### src/rtl/key_debounce_ctrl_pkg.sv
`default_nettype none
// ============================================================================
// Module   : key_debounce_ctrl_pkg
// Purpose  : Shared defaults, hold-FSM state encoding and counter sizing
//            helper for the multi-key debounce / event generator.
// Revision : 1.0 - initial release
// ============================================================================
package key_debounce_ctrl_pkg;

  // Default parameter values for the debounce block
  localparam int N_KEYS_DEF          = 4;
  localparam int DEB_SAMPLES_DEF     = 4;
  localparam int LONG_SAMPLES_DEF    = 64;
  localparam int REPEAT_SAMPLES_DEF  = 16;
  localparam int KEY_ACTIVE_HIGH_DEF = 1;

  // Per-key hold state machine encoding
  typedef enum logic [1:0] {
    IDLE    = 2'd0,
    PRESSED = 2'd1,
    LONG    = 2'd2
  } hold_state_t;

  // Hold counter width. Normally LONG_SAMPLES dominates; the max() keeps the
  // repeat compare representable if a repeat interval longer than the
  // long-press threshold is ever configured.
  function automatic int hold_cnt_width(input int long_s, input int rep_s);
    int m;
    m = (long_s > rep_s) ? long_s : rep_s;
    return $clog2(m + 1);
  endfunction

endpackage : key_debounce_ctrl_pkg
`default_nettype wire

### src/rtl/key_debounce_ch.sv
`default_nettype none
// ============================================================================
// Module   : key_debounce_ch
// Purpose  : One pushbutton channel: sample shift register, debounced level,
//            press/release one-shots and the long-press / auto-repeat FSM.
//            All state advances only on the sample tick.
// Revision : 1.0 - initial release
// ============================================================================
module key_debounce_ch
  import key_debounce_ctrl_pkg::*;
#(
  parameter int DEB_SAMPLES    = DEB_SAMPLES_DEF,
  parameter int LONG_SAMPLES   = LONG_SAMPLES_DEF,
  parameter int REPEAT_SAMPLES = REPEAT_SAMPLES_DEF
) (
  input  logic clk_40M,
  input  logic rst,
  input  logic tick,
  input  logic s,
  output logic key_level,
  output logic key_press,
  output logic key_release,
  output logic key_long,
  output logic key_repeat
);

  localparam int CW = hold_cnt_width(LONG_SAMPLES, REPEAT_SAMPLES);
  localparam logic [CW-1:0] C_LONG   = CW'(LONG_SAMPLES);
  localparam logic [CW-1:0] C_REPEAT = CW'(REPEAT_SAMPLES);

  // Only the newest DEB_SAMPLES-1 samples need storing; the live sample
  // completes the qualification window.
  logic [DEB_SAMPLES-2:0] r_sh;
  logic                   r_level;
  logic                   r_press;
  logic                   r_release;
  logic                   r_long;
  logic                   r_repeat;
  hold_state_t            r_state;
  logic [CW-1:0]          r_cnt;

  logic [DEB_SAMPLES-1:0] w_window;
  logic                   w_rise;
  logic                   w_fall;
  logic [CW-1:0]          w_cnt_inc;
  logic [DEB_SAMPLES-2:0] w_sh_nxt;
  logic                   w_level_nxt;
  logic                   w_press_nxt;
  logic                   w_release_nxt;
  logic                   w_long_nxt;
  logic                   w_repeat_nxt;
  hold_state_t            w_state_nxt;
  logic [CW-1:0]          w_cnt_nxt;

  assign w_window  = {r_sh, s};
  assign w_rise    = tick & (&w_window)  & ~r_level;
  assign w_fall    = tick & (~|w_window) &  r_level;
  assign w_cnt_inc = r_cnt + CW'(1);

  // Next-state logic: sampling, debounced level, pulses and hold FSM
  always_comb begin
    w_sh_nxt      = r_sh;
    w_level_nxt   = r_level;
    w_press_nxt   = 1'b0;
    w_release_nxt = 1'b0;
    w_long_nxt    = 1'b0;
    w_repeat_nxt  = 1'b0;
    w_state_nxt   = r_state;
    w_cnt_nxt     = r_cnt;

    if (tick) begin
      w_sh_nxt = w_window[DEB_SAMPLES-2:0];
    end

    if (w_fall) begin
      // A release suppresses any threshold or repeat landing on this tick
      w_level_nxt   = 1'b0;
      w_release_nxt = 1'b1;
      w_state_nxt   = IDLE;
      w_cnt_nxt     = '0;
    end else if (tick) begin
      if (w_rise) begin
        w_level_nxt = 1'b1;
        w_press_nxt = 1'b1;
      end
      case (r_state)
        IDLE: begin
          if (w_rise) begin
            w_state_nxt = PRESSED;
            w_cnt_nxt   = CW'(1);
          end
        end
        PRESSED: begin
          if (r_level) begin
            if (w_cnt_inc == C_LONG) begin
              w_long_nxt   = 1'b1;
              w_repeat_nxt = 1'b1;
              w_state_nxt  = LONG;
              w_cnt_nxt    = '0;
            end else begin
              w_cnt_nxt = w_cnt_inc;
            end
          end
        end
        LONG: begin
          if (w_cnt_inc == C_REPEAT) begin
            w_repeat_nxt = 1'b1;
            w_cnt_nxt    = '0;
          end else begin
            w_cnt_nxt = w_cnt_inc;
          end
        end
        default: begin
          w_state_nxt = IDLE;
          w_cnt_nxt   = '0;
        end
      endcase
    end
  end

  // State and output registers; reset aborts any press in progress
  always_ff @(posedge clk_40M or posedge rst) begin
    if (rst) begin
      r_sh      <= '0;
      r_level   <= 1'b0;
      r_press   <= 1'b0;
      r_release <= 1'b0;
      r_long    <= 1'b0;
      r_repeat  <= 1'b0;
      r_state   <= IDLE;
      r_cnt     <= '0;
    end else begin
      r_sh      <= w_sh_nxt;
      r_level   <= w_level_nxt;
      r_press   <= w_press_nxt;
      r_release <= w_release_nxt;
      r_long    <= w_long_nxt;
      r_repeat  <= w_repeat_nxt;
      r_state   <= w_state_nxt;
      r_cnt     <= w_cnt_nxt;
    end
  end

  assign key_level   = r_level;
  assign key_press   = r_press;
  assign key_release = r_release;
  assign key_long    = r_long;
  assign key_repeat  = r_repeat;

endmodule : key_debounce_ch
`default_nettype wire

### src/rtl/key_debounce_ctrl.sv
`default_nettype none
// ============================================================================
// Module   : key_debounce_ctrl
// Purpose  : Multi-key debounce and event generator. Synchronises the raw
//            keys and the slow clk_debounce strobe into clk_40M, derives a
//            one-cycle sample tick and runs one channel per key.
// Revision : 1.0 - initial release
// ============================================================================
module key_debounce_ctrl
  import key_debounce_ctrl_pkg::*;
#(
  parameter int N_KEYS          = N_KEYS_DEF,
  parameter int DEB_SAMPLES     = DEB_SAMPLES_DEF,
  parameter int LONG_SAMPLES    = LONG_SAMPLES_DEF,
  parameter int REPEAT_SAMPLES  = REPEAT_SAMPLES_DEF,
  parameter int KEY_ACTIVE_HIGH = KEY_ACTIVE_HIGH_DEF
) (
  input  logic              clk_40M,
  input  logic              rst,
  input  logic              clk_debounce,
  input  logic [N_KEYS-1:0] key_in,
  output logic [N_KEYS-1:0] key_level,
  output logic [N_KEYS-1:0] key_press,
  output logic [N_KEYS-1:0] key_release,
  output logic [N_KEYS-1:0] key_long,
  output logic [N_KEYS-1:0] key_repeat
);

  logic [N_KEYS-1:0] r_key_sync1;
  logic [N_KEYS-1:0] r_key_sync2;
  logic              r_deb_sync1;
  logic              r_deb_sync2;
  logic              r_deb_sync3;

  logic              w_tick;
  logic [N_KEYS-1:0] w_s;

  // Two-flop synchronisers for the raw keys
  always_ff @(posedge clk_40M or posedge rst) begin
    if (rst) begin
      r_key_sync1 <= '0;
      r_key_sync2 <= '0;
    end else begin
      r_key_sync1 <= key_in;
      r_key_sync2 <= r_key_sync1;
    end
  end

  // clk_debounce is only a strobe: synchronise it and keep one extra stage
  // for rising-edge detection
  always_ff @(posedge clk_40M or posedge rst) begin
    if (rst) begin
      r_deb_sync1 <= 1'b0;
      r_deb_sync2 <= 1'b0;
      r_deb_sync3 <= 1'b0;
    end else begin
      r_deb_sync1 <= clk_debounce;
      r_deb_sync2 <= r_deb_sync1;
      r_deb_sync3 <= r_deb_sync2;
    end
  end

  assign w_tick = r_deb_sync2 & ~r_deb_sync3;

  // Normalise polarity so the channels always see 1 = pressed
  assign w_s = (KEY_ACTIVE_HIGH != 0) ? r_key_sync2 : ~r_key_sync2;

  for (genvar gi = 0; gi < N_KEYS; gi++) begin : g_key
    key_debounce_ch #(
      .DEB_SAMPLES    (DEB_SAMPLES),
      .LONG_SAMPLES   (LONG_SAMPLES),
      .REPEAT_SAMPLES (REPEAT_SAMPLES)
    ) u_ch (
      .clk_40M     (clk_40M),
      .rst         (rst),
      .tick        (w_tick),
      .s           (w_s[gi]),
      .key_level   (key_level[gi]),
      .key_press   (key_press[gi]),
      .key_release (key_release[gi]),
      .key_long    (key_long[gi]),
      .key_repeat  (key_repeat[gi])
    );
  end : g_key

endmodule : key_debounce_ctrl
`default_nettype wire

### config.mk
export PLATFORM = sky130hd
export DESIGN_NAME = key_debounce_ctrl
export DESIGN_NICKNAME = d
export VERILOG_FILES = /design/src/rtl/key_debounce_ctrl_pkg.sv /design/src/rtl/key_debounce_ch.sv /design/src/rtl/key_debounce_ctrl.sv
export SDC_FILE = /design/constraint.sdc
export NUM_CORES = 1
export LEC_CHECK = 0
export BUFFER_PORTS_ARGS = -buffer_cell sky130_fd_sc_hd__buf_2
export CORE_UTILIZATION = 50
export CTS_BUF_LIST = sky130_fd_sc_hd__clkbuf_4 sky130_fd_sc_hd__clkbuf_8
export DETAILED_ROUTE_END_ITERATION = 10
export GPL_TIMING_DRIVEN = 0
export PLACE_DENSITY = 0.65
export SLEW_MARGIN = 10
export SYNTH_ARGS = -nofsm -noshare
export SYNTH_HDL_FRONTEND = slang
export SYNTH_SLANG_ARGS = --single-unit
### constraint.sdc
create_clock -name clk_40M -period 3.57 [get_ports clk_40M]
set_input_delay 0.5355 -clock clk_40M [delete_from_list [all_inputs] [get_ports clk_40M]]
set_output_delay 0.5355 -clock clk_40M [all_outputs]
set_load 0.05 [all_outputs]
==> results.txt, run 1 <==
----------------------------------------------------
[Power and ir drop]
  Internal power consumption ... roughly 0.0017 W
  Portion of total power attributed to sequential cells ... 0.416
  Portion of total power attributed to the clock network ... 0.258
  P per Cell Area ... 534 nW/um2
  Sw frac ... 0.367
  Comb power frac ... 0.326
  Leakage ... 2.37 nW
  Worst ir drop on vdd ... between 0.2 and 0.3 mV
  Net switching component of the power ... about 0.001 W

[Critical path]
  Maximum fanout along the worst path ... 7
  Worst-path cell chain ... nor4_1, nand3_1, a31oi_1, o21ai_0, a21o_1
  Launch point of the worst reg-to-reg path ... g_key[3].u_ch.r_sh[2]
  Critical Setup Path Class ... register to register
  Signal arrival time at the worst endpoint ... 2.71 ns
  Worst setup path startpoint ... g_key[3].u_ch.r_sh[2]
  Startpoint kind of the worst setup timing path ... register
  Slowest stage cell, crit path ... sky130_fd_sc_hd__a31oi_1
  Endpoint class of the critical path ... register
  Cell family contributing the most delay on the critical path ... compound AO/OA/AOI/OAI gates
  Data required time of the critical path ... around 3.8 ns
  Buffers and inverters on the worst path ... 0
  Delay of the slowest critical-path stage ... roughly 0.64 ns

[STA]
  Number of endpoints failing setup at the final stage ... 0
  RSZ-0062 raised after global routing ... no
  Number of hold-slack violations in the final timing report ... 0
  Total negative setup slack ... 0 ns
  Measured slew at the worst slew-check pin ... 0.813 ns
  Time the worst path needs with I/O delays and setup ... between 2 and 2.5 ns
  Share of the clock period used by the worst path after layout ... 0.689
  Achievable Freq ... between 0.4 and 0.5 GHz
  Worst clock skew on the final layout ... ~0.012 ns
  Headroom to the max-slew limit ... 0.455
  Final max-slew violation count ... 0

[Yosys]
  Asr flop ratio synth ... 1.00
  Portion of the post-synthesis area used by sequential elements ... 0.427
  #FFs+latches synth ... 79
  Number of flops mapped to enable cells by yosys ... 0
  Share of the synthesized area in compound gates (AO/OA/AOI/OAI) ... 0.183
  Area share of fa/ha/maj cells after synthesis ... 0.0649
  Area of the mapped netlist ... between 4000 and 5000 um2
  Most used DFF post-synth ... sky130_fd_sc_hd__dfrtp_1
  XOR/XNOR share of the synthesized area ... 0.0170
  Proportion of synthesized area in mux cells ... 0.00892
  Number of different library cells in the post-synthesis netlist ... between 70 and 80
  Count of synthesis-stage warnings from yosys ... 0
  Synthesized instance count ... slightly above 500
  Area leader, netlist ... sky130_fd_sc_hd__dfrtp_1
  Combinational family with the most area after synthesis ... simple AND/OR/NAND/NOR gates
  Area share of the largest cell type after synthesis ... 0.427
  Synthesized Nets ... 535
  Mean Syn Cell Area ... between 9 and 10 um2
  Simple logic cell fraction of the synthesized area ... 0.228
  Cells taking the most area after synthesis ... sky130_fd_sc_hd__dfrtp_1 43%, sky130_fd_sc_hd__nand2_1 6.6%, sky130_fd_sc_hd__ha_1 6.5%, sky130_fd_sc_hd__buf_4 3.2%, sky130_fd_sc_hd__o21ai_0 3.1%

[Worst hold path]
  Class of the worst hold path ... input pin to async pin

[Clock network]
  CTS tree ... done
  H-tree Lvls ... 3
  Hold buffer count at CTS ... 0
  Maximum root-to-sink buffer count ... 2
  CTS Root Cell ... sky130_fd_sc_hd__clkbuf_8
  Clock-pin slew of the registers on the worst-case setup and hold paths ... 0.08 ns
  Quantity of gates resized following cts ... 0
  Cts bufs inserted ... 9
  Clock Sink Count ... between 70 and 80
  Clock insertion delay at the later pin of the skew report ... approximately 0.35 ns
  Total setup buffers inserted after CTS ... 0

[Global routing]
  Aggregate global-route resource usage ... 0.211
  Leftover overflow at the end of global routing ... 0
  Wire length of the first global-routing pass ... 16,600 um
  Initial antenna violation count ... 0
  Largest net degree at the start of global routing ... 64
  Via count of the first global-routing pass ... ~3,600

[Routing]
  Iteration-0 DRC Markers ... 199
  DR pass1 iterations ... 10
  Remaining routing DRC violations ... 1
  Total number of vias ... 3,749
  Drt total wl ... 9450 um
  Avg Vias per Cell ... 5.72
  Routed length per instance ... approximately 14 um
  Number of antenna-violating nets in the routed design ... 0

[Cells and area]
  Area used by multi-input combinational logic ... about 2300 um2
  Layout Area Growth over Synthesis ... 11.0%
  Fraction of final layout cells with drive strength greater than 1 ... 0.157
  Filler cell count ... a little over 800
  Final #Nets ... about 570
  Seq. cell area ... about 2000 um2
  # diodes ... 0
  Area of all placed cells without fillers ... between 5000 and 6000 um2

[Status]
  Violations in the final reports ... design-rule violations
  Outcome ... complete, but fails checks

[Placed design]
  Routability Congestion ... a little under 0.9
  Port buffer count ... 26
  Post-detail-place hpwl ... 6650 um
  Area after detailed placement ... 4920 um2

[Die]
  Die boundary width ... ~98 um
  Number of top-level pins ... 27
  Cell row count ... 34
  Die height ... between 90 and 100 um
  Die Area ... 9650 um2
  Initial Util ... 0.523
  Placeable core region ... ~9000 um2

[Run]
  Max-Cap Viols ... 0

----------------------------------------------------
==> logic make-up (layout without fill, tap and decap cells) <==
| family | count (synthesis) | after routing |
|---|---|---|
| AOI/OAI and AO/OA | 116 | 116 |
| xor gates and xnor gates | 9 | 9 |
| adders and majority gates | 24 | 24 |
| buffers and inverters | 65 | 108 |
| DFF | 79 | 79 |
| muxes | 4 | 4 |
| and+or+nand+nor | 207 | 207 |
==> power by group through the flow <==
stage	Combinational, W	Sequential [W]	Clock, W
floorplan	0.000692	0.00112	0
global placement	0.000857	0.00115	0
detailed placement	0.000885	0.00116	0
CTS	0.000892	0.00114	0.000725
global route	0.00101	0.00116	0.000764
finish	0.000894	0.00114	0.000707
==> layer usage <==
layer	track usage	part of all wire	vias to the layer above
li1	-	-	1876
met1	0.298	0.49	1789
met2	0.338	0.46	73
met3	0.0301	0.042	11
met4	0.0666	0.011	0
met5	0	0	-
==> flip-flops by register name (all words and copies together) (netlist names) <==
register / cells
r_key_sync2: 4
r_deb_sync1: 1
g_key.u_ch.key_release: 4
g_key.u_ch.r_sh: 12
g_key.u_ch.key_repeat: 4
r_deb_sync3: 1
r_key_sync1: 4
g_key.u_ch.key_long: 4
r_deb_sync2: 1
g_key.u_ch.r_cnt: 28
g_key.u_ch.r_state: 8
g_key.u_ch.key_level: 4
g_key.u_ch.key_press: 4
==> cells in the final DEF, fill, tap and decap left out, types with 6 or more instances in the layout <==
| cell type | instances |
|---|---|
| sky130_fd_sc_hd__nor2b_1 | 6 |
| sky130_fd_sc_hd__ha_1 | 24 |
| sky130_fd_sc_hd__nand2_1 | 81 |
| sky130_fd_sc_hd__nor3_1 | 11 |
| sky130_fd_sc_hd__xnor2_1 | 6 |
| sky130_fd_sc_hd__and3_1 | 6 |
| sky130_fd_sc_hd__buf_2 | 28 |
| sky130_fd_sc_hd__clkbuf_8 | 12 |
| sky130_fd_sc_hd__buf_4 | 20 |
| sky130_fd_sc_hd__nand2b_1 | 7 |
| sky130_fd_sc_hd__nand4_1 | 7 |
| sky130_fd_sc_hd__o31ai_1 | 7 |
| sky130_fd_sc_hd__inv_1 | 24 |
| sky130_fd_sc_hd__nand3_1 | 21 |
| sky130_fd_sc_hd__dfrtp_1 | 79 |
| sky130_fd_sc_hd__a31oi_1 | 9 |
| sky130_fd_sc_hd__a21oi_1 | 8 |
| sky130_fd_sc_hd__nor2_1 | 24 |
| sky130_fd_sc_hd__clkbuf_1 | 14 |
| sky130_fd_sc_hd__nor4_1 | 8 |
| sky130_fd_sc_hd__o21ai_0 | 29 |
==> area by class of cell <==
cell class	instances	area share
multi-input cells	360	0.452
flip-flops and latches	79	0.385
plain buffers	40	0.0460
clock buffers	13	0.0336
repair buffers	27	0.0307
well taps	108	0.0263
inverters	25	0.0188
clock inverters	3	0.00780
==> cell usage after synthesis (all sizes together) (8+ instances only) <==
cell / number
nand3: 21
inv: 25
ha: 24
buf: 25
a21oi: 9
dfrtp: 79
o21ai: 30
a31oi: 10
nand2: 81
nor3: 11
nor2: 24
clkbuf: 15
nor4: 8
==> worst register-to-register path, delay by kind of cell (launching register included) <==
family,cells,cell delay (ns)
compound gates,3,1.06
flops,1,0.40
simple gates,2,0.90
==> stage by stage <==
step | hold WS [ns] | util | setup slack [ns] | instances | power [W]
floorplan | 0.331 | - | 1.01 | 504 | 0.00181
global route | 0.111 | 0.580 | 0.929 | 655 | 0.00294
CTS | 0.112 | 0.580 | 1.16 | 655 | 0.00276
global placement | 0.334 | 0.553 | 0.100 | 638 | 0.00201
detailed placement | 0.336 | 0.556 | 1.17 | 639 | 0.00204
finish | 0.114 | 0.580 | 1.11 | 655 | 0.00274
==> path summary, 6_finish.rpt <==
| path | to | slack [ns] | cells after the start |
|---|---|---|---|
| max | g_key[3].u_ch.r_cnt[4] | 1.11 | 5 |
| min | g_key[2].u_ch.r_state[1] | 0.11 | 2 |
| max reg2reg | g_key[3].u_ch.r_cnt[4] | 1.11 | 5 |
| min reg2reg | r_deb_sync2 | 0.35 | 0 |
| max in group asynchronous | r_deb_sync1 | 2.88 | 3 |
| min in group clk_40M | r_key_sync1[2] | 0.29 | 1 |
Note: power is estimated with default switching activity, not from simulation.
==> run 2: changes to the inputs <==
==> constraint.sdc (replaced) <==
create_clock -name clk_40M -period 2.49 [get_ports clk_40M]
set_input_delay 0.3735 -clock clk_40M [delete_from_list [all_inputs] [get_ports clk_40M]]
set_output_delay 0.3735 -clock clk_40M [all_outputs]
set_load 0.05 [all_outputs]
==> results.txt, run 2 (synthesis gave the netlist of run 1 again) <==
----------------------------------------------------
[Cells and area]
  Max FFs per register ... 28 (unchanged)
  Register ranked first by flip-flop count ... g_key.u_ch.r_cnt (unchanged)
  Top library cells by usage in the layout, fill and taps aside ... 81 x sky130_fd_sc_hd__nand2_1, 79 x sky130_fd_sc_hd__dfrtp_1, 29 x sky130_fd_sc_hd__o21ai_0, 28 x sky130_fd_sc_hd__buf_2 (unchanged)
  Top Registers ... g_key.u_ch.r_cnt x28, g_key.u_ch.r_sh x12, g_key.u_ch.r_state x8 (unchanged)
  Final non-filler cell total ... 656 (was 655)
  Layout Area Growth over Synthesis ... 11.8% (was 11.0%)
  Final #Nets ... 574 (was 573)
  Fraction of final layout cells with drive strength greater than 1 ... 0.162 (was 0.157)
  Most frequent standard cell in the layout excluding fill and tap cells ... sky130_fd_sc_hd__nand2_1 (unchanged)
  Area of all placed cells without fillers ... 5170 um2 (was 5140 um2)
  # diodes ... 0 (unchanged)

[Global routing]
  Largest net degree at the start of global routing ... 64 (unchanged)
  Initial antenna violation count ... 0 (unchanged)
  Aggregate global-route resource usage ... 0.212 (was 0.211)
  Via count of the first global-routing pass ... 3,562 (was 3,550)
  Leftover overflow at the end of global routing ... 0 (unchanged)
  Wire length of the first global-routing pass ... 16,600 um (about the same)

[Critical path]
  Worst reg-to-reg setup slack ... 0.15 ns (was 1.11 ns)
  Endpoint class of the critical path ... register (unchanged)
  Launch point of the worst reg-to-reg path ... g_key[2].u_ch.r_cnt[0] (was g_key[3].u_ch.r_sh[2])
  Worst setup path end ... g_key[2].u_ch.r_cnt[0] (was g_key[3].u_ch.r_cnt[4])
  Signal arrival time at the worst endpoint ... 2.58 ns (was 2.71 ns)
  Worst setup path startpoint ... g_key[2].u_ch.r_cnt[0] (was g_key[3].u_ch.r_sh[2])
  Length in cells of the worst reg-to-reg path ... 6 (was 5)
  Data required time of the critical path ... 2.73 ns (was 3.82 ns)
  Critical Setup Path Class ... register to register (unchanged)
  Startpoint kind of the worst setup timing path ... register (unchanged)
  Worst reg2reg path endpoint ... g_key[2].u_ch.r_cnt[0] (was g_key[3].u_ch.r_cnt[4])
  Maximum fanout along the worst path ... 6 (was 7)

[STA]
  Final max-slew violation count ... 0 (unchanged)
  Headroom to the max-slew limit ... 0.455 (about the same)
  Worst clock skew on the final layout ... 0.0117 ns (was 0.0118 ns)
  Number of hold-slack violations in the final timing report ... 0 (unchanged)
  Number of endpoints failing setup at the final stage ... 0 (unchanged)
  Worst Slack Setup Final ... 0.151 ns (was 1.11 ns)
  Measured slew at the worst slew-check pin ... 0.813 ns (about the same)
  Share of the clock period used by the worst path after layout ... 0.939 (was 0.689)
  Time the worst path needs with I/O delays and setup ... 2.34 ns (was 2.46 ns)
  RSZ-0062 raised after global routing ... no (unchanged)
  Achievable Freq ... 0.428 GHz (was 0.407 GHz)

[Clock network]
  Total setup buffers inserted after CTS ... 0 (unchanged)
  Clock Sink Count ... 79 (unchanged)
  Maximum root-to-sink buffer count ... 2 (unchanged)
  Cts bufs inserted ... 9 (unchanged)
  Clock insertion delay at the later pin of the skew report ... 0.35 ns (about the same)
  H-tree Lvls ... 3 (unchanged)
  CTS Root Cell ... sky130_fd_sc_hd__clkbuf_8 (unchanged)
  CTS tree ... done (unchanged)
  Clock-pin slew of the registers on the worst-case setup and hold paths ... 0.08 ns (about the same)

[Power and ir drop]
  P per Cell Area ... 763 nW/um2 (was 534 nW/um2)
  Worst ir drop on vdd ... 0.371 mV (was 0.258 mV)
  Leakage ... 2.38 nW (was 2.37 nW)
  Total design power ... 0.00395 W (was 0.00274 W)

[Die]
  Placeable core region ... 8850 um2 (unchanged)
  Die height ... 98.2 um (unchanged)
  Number of top-level pins ... 27 (unchanged)
  Die boundary width ... 98.2 um (unchanged)
  Die Area ... 9650 um2 (unchanged)
  Cell row count ... 34 (unchanged)
  Initial Util ... 0.523 (unchanged)

[Run]
  Max-Cap Viols ... 0 (unchanged)

[Routing]
  DR pass1 iterations ... 9 (was 10)
  Number of antenna-violating nets in the routed design ... 0 (unchanged)
  Routed length per instance ... 14.5 um (was 14.4 um)
  Remaining routing DRC violations ... 1 (unchanged)
  Drt total wl ... 9510 um (was 9450 um)
  Total number of vias ... 3,758 (was 3,749)
  Avg Vias per Cell ... 5.73 (was 5.72)
  Iteration-0 DRC Markers ... 211 (was 199)

[Placed design]
  Port buffer count ... 26 (unchanged)
  Number of instances in the placed design ... 639 (unchanged)
  Minimum setup slack after placement ... 0.0944 ns (was 1.17 ns)
  Routability Congestion ... 0.882 (unchanged)
  Area after detailed placement ... 4920 um2 (unchanged)
  Post-detail-place hpwl ... 6650 um (unchanged)

[Worst hold path]
  Class of the worst hold path ... input pin to register (was input pin to async pin)

[Status]
  Violations in the final reports ... design-rule violations (unchanged)
  Outcome ... complete, but fails checks (unchanged)

----------------------------------------------------
==> run 2: changes by cell type in the layout (fill, tap and decap cells not counted), sizes merged <==
cell         delta
dlygate4sd3     +1
==> run 2: critical path: stages, from the launching register on <==
cell,delay (ns)
sky130_fd_sc_hd__dfrtp_1,0.44
sky130_fd_sc_hd__ha_1,0.24
sky130_fd_sc_hd__nand3_1,0.20
sky130_fd_sc_hd__or3b_2,0.52
sky130_fd_sc_hd__a211oi_4,0.32
sky130_fd_sc_hd__o21ai_0,0.17
sky130_fd_sc_hd__a221o_1,0.34
==> run 2: what timing repair did <==
item	in CTS	in global routing
hold buffers	1	0
endpoints found under the hold margin	16	0
gates resized for setup	0	5
setup endpoints to repair	0	13
==> run 2: power by group <==
group          switching, W  internal (W)  leakage (nW)
Sequential         0.000197       0.00144          1.04
Combinational      0.000792      0.000496          1.23
Clock              0.000464      0.000554         0.113
==> run 2: worst min-delay path by stage <==
stage                           start                 endpoint  slack (ns)  cells past startpoint
after global routing        key_in[2]           r_key_sync1[2]        0.11                      1
final                       key_in[2]           r_key_sync1[2]        0.12                      1
after CTS                   key_in[2]           r_key_sync1[2]        0.11                      1
after floorplan           r_deb_sync1              r_deb_sync2        0.33                      0
after detailed placement          rst  g_key[3].u_ch.key_press        0.33                      2
after global placement    r_deb_sync1              r_deb_sync2        0.33                      0
==> run 2: through the flow <==
| stage | hold slack, ns | util | setup TNS [ns] |
|---|---|---|---|
| floorplan | 0.331 | - | 0 |
| global placement | 0.334 | 0.553 | -64.31 |
| detailed placement | 0.331 | 0.556 | 0 |
| CTS | 0.114 | 0.582 | 0 |
| global route | 0.106 | 0.585 | 0 |
| finish | 0.121 | 0.585 | 0 |
==> run 2: final cells by class <==
class                      instances  area [um2]
fill                             805        3670
multi-input combinational        360        2350
sequential                        79        1980
buffer                            40         236
clock buffer                      13         173
timing repair buffer              28         168
tap                              108         135
inverter                          25        96.3
clock inverter                     3        40.0
==> run 2: per-layer routing <==
layer,global-route usage,vias up,wire (um)
li1,-,1880,-
met3,0.0301,11,332
met2,0.339,64,4380
met1,0.298,1803,4690
met4,0.0666,0,99
met5,0,-,0
